--- src/rtl/if_fetch_stage_pkg.sv ---
// Shared pipeline constants and the fetch-state encoding used by the IF stage
// and by the IF/ID and ID/EX flush logic.
package if_fetch_stage_pkg;

  localparam int XLEN = 32;

  localparam logic [XLEN-1:0] PIPE_RESET_PC  = 32'h0000_3000;
  localparam logic [XLEN-1:0] PIPE_NOP_INSTR = 32'h0000_0000;  // sll $0,$0,0
  localparam logic [XLEN-1:0] WORD_MASK      = 32'hFFFF_FFFC;

  typedef enum logic [1:0] {
    FETCH   = 2'd0,
    WAIT    = 2'd1,
    HOLD    = 2'd2,
    DISCARD = 2'd3
  } fetch_state_e;

  // Force an address onto a word boundary.
  function automatic logic [XLEN-1:0] word_align(input logic [XLEN-1:0] addr);
    return addr & WORD_MASK;
  endfunction

endpackage

--- src/rtl/if_fetch_stage.sv ---
// Instruction-fetch stage: owns the PC, issues one word fetch at a time and
// holds the returned word until IF/ID takes it. Redirects flush any fetch in
// flight; a NOP bubble is driven whenever no real instruction is held.
//
// state   | meaning
// --------+-------------------------------------------------------------
// FETCH   | request pc to imem, waiting for imem_ready
// WAIT    | request accepted, waiting for imem_rvalid
// HOLD    | word buffered and presented to IF/ID, waiting for !stall
// DISCARD | redirected while a response was outstanding; drop it on rvalid
module if_fetch_stage
  import if_fetch_stage_pkg::*;
#(
  parameter logic [XLEN-1:0] RESET_PC  = PIPE_RESET_PC,
  parameter logic [XLEN-1:0] NOP_INSTR = PIPE_NOP_INSTR
) (
  input  logic            clk,
  input  logic            rst,
  input  logic            stall,
  input  logic            redirect_valid,
  input  logic [XLEN-1:0] redirect_pc,
  output logic            imem_req,
  output logic [XLEN-1:0] imem_addr,
  input  logic            imem_ready,
  input  logic            imem_rvalid,
  input  logic [XLEN-1:0] imem_rdata,
  output logic [XLEN-1:0] Instruction_IN,
  output logic [XLEN-1:0] PC_Addr_IN,
  output logic            fetch_valid
);

  fetch_state_e    state;
  logic [XLEN-1:0] pc;
  logic [XLEN-1:0] req_pc;
  logic [XLEN-1:0] buf_instr;
  logic [XLEN-1:0] buf_pc;
  logic            in_hold;

  // pc is kept word-aligned at every write, so it can drive the address directly.
  assign in_hold        = (state == HOLD) && !rst;
  assign imem_req       = (state == FETCH) && !redirect_valid && !rst;
  assign imem_addr      = pc;
  assign fetch_valid    = in_hold;
  assign Instruction_IN = in_hold ? buf_instr : NOP_INSTR;
  assign PC_Addr_IN     = rst ? RESET_PC : buf_pc;

  // Fetch FSM, PC register and next-PC selection; redirect outranks every
  // handshake and stall, reset outranks everything.
  always_ff @(posedge clk) begin
    if (rst) begin
      state     <= FETCH;
      pc        <= word_align(RESET_PC);
      req_pc    <= word_align(RESET_PC);
      buf_instr <= NOP_INSTR;
      buf_pc    <= RESET_PC;
    end else if (redirect_valid) begin
      pc <= word_align(redirect_pc);
      case (state)
        WAIT:    state <= imem_rvalid ? FETCH : DISCARD;
        HOLD:    state <= FETCH;
        // The outstanding response still has to be drained even while
        // further redirects arrive, otherwise the FSM would wait forever.
        DISCARD: if (imem_rvalid) state <= FETCH;
        default: state <= FETCH;
      endcase
    end else begin
      case (state)
        FETCH: begin
          if (imem_ready) begin
            req_pc <= pc;
            pc     <= pc + 32'd4;
            state  <= WAIT;
          end
        end
        WAIT: begin
          if (imem_rvalid) begin
            buf_instr <= imem_rdata;
            buf_pc    <= req_pc;
            state     <= HOLD;
          end
        end
        HOLD: begin
          if (!stall) state <= FETCH;
        end
        DISCARD: begin
          if (imem_rvalid) state <= FETCH;
        end
        default: state <= FETCH;
      endcase
    end
  end

endmodule

--- config.mk ---
export PLATFORM = sky130hd
export DESIGN_NAME = if_fetch_stage
export DESIGN_NICKNAME = d
export VERILOG_FILES = /design/src/rtl/if_fetch_stage_pkg.sv /design/src/rtl/if_fetch_stage.sv
export SDC_FILE = /design/constraint.sdc
export NUM_CORES = 1
export LEC_CHECK = 0
export CAP_MARGIN = 15
export CORE_MARGIN = 2
export CORE_UTILIZATION = 43
export DETAILED_ROUTE_END_ITERATION = 6
export PLACE_DENSITY = 0.82
export SLEW_MARGIN = 20
export SYNTH_ARGS = -nofsm -noshare
export SYNTH_HDL_FRONTEND = slang
export SYNTH_SLANG_ARGS = --single-unit
--- constraint.sdc ---
create_clock -name clk -period 2 [get_ports clk]
set_clock_uncertainty 0.2 [all_clocks]
set_input_delay 0.3 -clock clk [delete_from_list [all_inputs] [get_ports clk]]
set_output_delay 0.3 -clock clk [all_outputs]
set_load 0.02 [all_outputs]
==> metrics list <==
- Outcome: finished with violations
- The final reports fail on setup timing.
* Multiplexer fraction of the synthesized cell area: 0%
- Entering global routing, the biggest net connects 63 pins.
- Cells after Synth: 716
* Part of the Yosys area used for sequential elements: about 44%
- In this run the cell area of the synthesized design comes to ~5600 µm².
- Number of synthesized register bits: 124
* Pre-Repair DR Iteration Count: 5
- After detailed placement, the total cell area comes to roughly 7800 µm².
* Hold bufs inserted after CTS: 0
* Final #Nets: ~1000
- Worst-case register-to-register setup slack: ~20 ps
- Number of warning messages in the yosys log: 0
- STA classifies the critical path startpoint as a flip-flop.
- Across all setup checks in the final design, the least slack found is -74.6 ps.
- STA classifies the critical path endpoint as an output port.
* Beginning of the critical path: state[0]$_SDFFE_PP0P_
- Ys async rst share: 0%
- Clock tree buffer depth: 2
- The count of buffers added on input and output ports is 161.
- Data on the critical path arrives at its endpoint at 1570 ps.
- Post-route cell area: approximately 8600 µm²
* Residual overflow from global routing: 0
* Worst EP required: 1500 ps
- Final clock period utilization by the worst path: 104%
- Final-report setup violation count: 24
- The floorplan step set the die height to 118 µm.
- Starting density of the core: 44.2%
* Antenna Cells: 0
- Placeable Area: about 13000 µm²
- Setup CP Type: flip-flop to output port
- Iteration-0 DRC Markers: 376
* Cell at the root of the clock tree: clkbuf_16
- Hold timing on the final database bottoms out at a slack of 233 ps.
- After routing, the total negative slack on setup checks comes to -1240 ps.
- The library cell used most frequently in the layout, excluding fill and tap cells, is nand2_1.
- Parity-gate share of the synthesized area counting xor and xnor cells: 1.88%
- Via count of the first global-routing pass: around 5400
- For this run, design rule violations remaining after detail routing come to 0.
* Layout area overhead: 53.6%
* Leakage dissipation: between 3 and 4 nW
- Post-Route WL: 17.2 mm
- Clock insertion delay at the later pin of the skew report: 410 ps
* Most used DFF post-synth: dfxtp_1
* TritonCTS clock tree: built
* Number of clock buffers inserted by TritonCTS: 17
- After detailed routing, the number of vias per cell comes to 5.25.
- Static timing analysis puts the maximum clock frequency at 482 MHz.
- Leaving out fill and tap cells, the most frequent cells in the layout are nand2_1 (202), dfxtp_1 (118), a21oi_1 (90), clkdlybuf4s50_1 (68), buf_4 (64).
* Vias: 5782
- In this run, distinct cell masters in the synthesized netlist total 52.
- Number of enable-type register cells in the synthesized netlist: 0
- The initial antenna violation count came to 0.
- Max Slew Vio Count: 0
- Post-CTS clock slew at the launch and capture registers of the worst setup and hold paths: 50 ps
* Final critical path time including I/O delays and setup: 2070 ps
- Final routed wire length divided by cell count: 15.6 µm
- At the end of routability-driven placement, the weighted congestion stood at 0.900.
- Power spread over the standard cell area amounts to 736 nW/µm².
- Setup repair after global routing could not meet its margin everywhere.
- By area, the combinational part of the netlist is dominated by simple AND/OR/NAND/NOR gates.
- Excluding fillers, the count of instances in the completed layout stands at approximately 1100.
* Rows: 41
- Once placement completed, the tool counted placed cells totaling 1063.
- Hold violation count in the final report: 0
- Overall power consumption after layout is estimated at around 6.3 mW.
* All-Layer GR Usage: 23.4%
* Syn avg cell area: 7.83 µm²
- In this run the count of I/O pins placed on the die edge is 168.
- Area share of fa/ha/maj cells after synthesis: 0.223%
* Min-Delay Path Class: primary input to flip-flop
* Simple-gate share of the synthesized area: 32.8%
- The worst-case IR drop observed on VDD is ~0.52 mV.
- Post-synthesis compound-gate area fraction: 15.8%
- The tree built by TritonCTS fans out to approximately 120 sinks.
- Along the worst path, the maximum fanout reaches 12.
- Cells with a size suffix above 1 make up roughly a fifth of the layout.
- The die covers 14000 µm².
- Once detail routing completed, the nets flagged for antenna violations numbered 0.
- Start point of the worst hold path: imem_rdata[29]
- Across the run, the number of max-cap violations was 0.
- Wire length of the first global-routing pass: about 26 mm
* Width of the chip: ~120 µm
* Startpoint of the lowest-slack register-to-register path: state[0]$_SDFFE_PP0P_
- H-tree levels: 4
- Total half-perimeter wirelength after legalization and detailed placement: between 10 and 15 mm
[metrics by stage]
| step | utilization, % | setup WS [ps] |
|---|---|---|
| after detailed placement | 61.9 | -333 |
| after floorplan | - | -4.21 |
| after global placement | 61.9 | -250 |
| after global routing | 67.9 | -114 |
| final | 67.9 | -74.6 |
| after CTS | 65.7 | -114 |
[area by class of cell]
cell class,count,area [µm²]
clock buffers,23,478
clock inverters,7,88.8
fillers,997,4070
inverters,5,18.8
multi-input cells,532,2990
flip-flops and latches,124,2490
well taps,172,215
repair buffers,239,2320
[Yosys cell counts, types with 6 or more instances]
master	count	area, µm²
a311oi_1	6	52.6
and4_1	8	70.1
nor2_1	25	93.8
a211oi_1	13	97.6
nand3_1	13	65.1
nand4_1	13	81.3
xor2_1	7	61.3
o21ai_0	9	45.0
and2_1	37	231
nand2_1	205	769
buf_2	8	40.0
nor2b_1	33	206
a21oi_1	90	450
clkbuf_1	41	154
dfxtp_1	124	2480
[registers in the layout (all words and copies together) (netlist names)]
signal and cells:
buf_instr 32, state 2, buf_pc 30, req_pc 30
imem_addr 30
[per-layer routing]
metal | GRT usage [%] | routed length, µm | vias up
met4 | 9.86 | 322 | 0
met1 | 31.0 | 7670 | 2697
met5 | 0 | 0 | -
li1 | - | - | 2828
met2 | 36.8 | 8150 | 229
met3 | 5.36 | 1100 | 28
[power by group]
part           internal [mW]  switching, mW  total [mW]
registers               2.55         0.0556        2.61
logic                  0.369          0.398       0.767
clock network           1.91           1.05        2.96
[cell families (layout without fill, tap and decap cells)]
kind of cell / count (synthesis) / in the layout
AOI/OAI and AO/OA: 144 / 144
xor gates and xnor gates: 12 / 12
adders and majority gates: 1 / 1
buffers and inverters: 63 / 274
DFF: 124 / 124
other: 1 / 4
and+or+nand+nor: 371 / 371
[timing repair]
action,CTS,global route
gates cloned,1,1
buffers inserted,1,6
endpoints found under the setup margin,75,69
gates resized for setup,192,86
pin swaps,2,15
[worst max-delay path, cell delays in order, from the launching register on]
cell,delay [ps]
dfxtp_2,330
nor3b_4,250
buf_6,160
clkbuf_16,150
and2_1,150
buf_6,120
[worst paths after layout]
kind / end / cells past startpoint
hold / removal: buf_instr[29]$_SDFFE_PP0P_ / 3
hold reg to reg: buf_instr[29]$_SDFFE_PP0P_ / 2
setup / recovery: Instruction_IN[18] / 5
setup reg to reg: imem_addr[24]$_SDFFE_PP0P_ / 5
(Power assumes the default switching activity.)
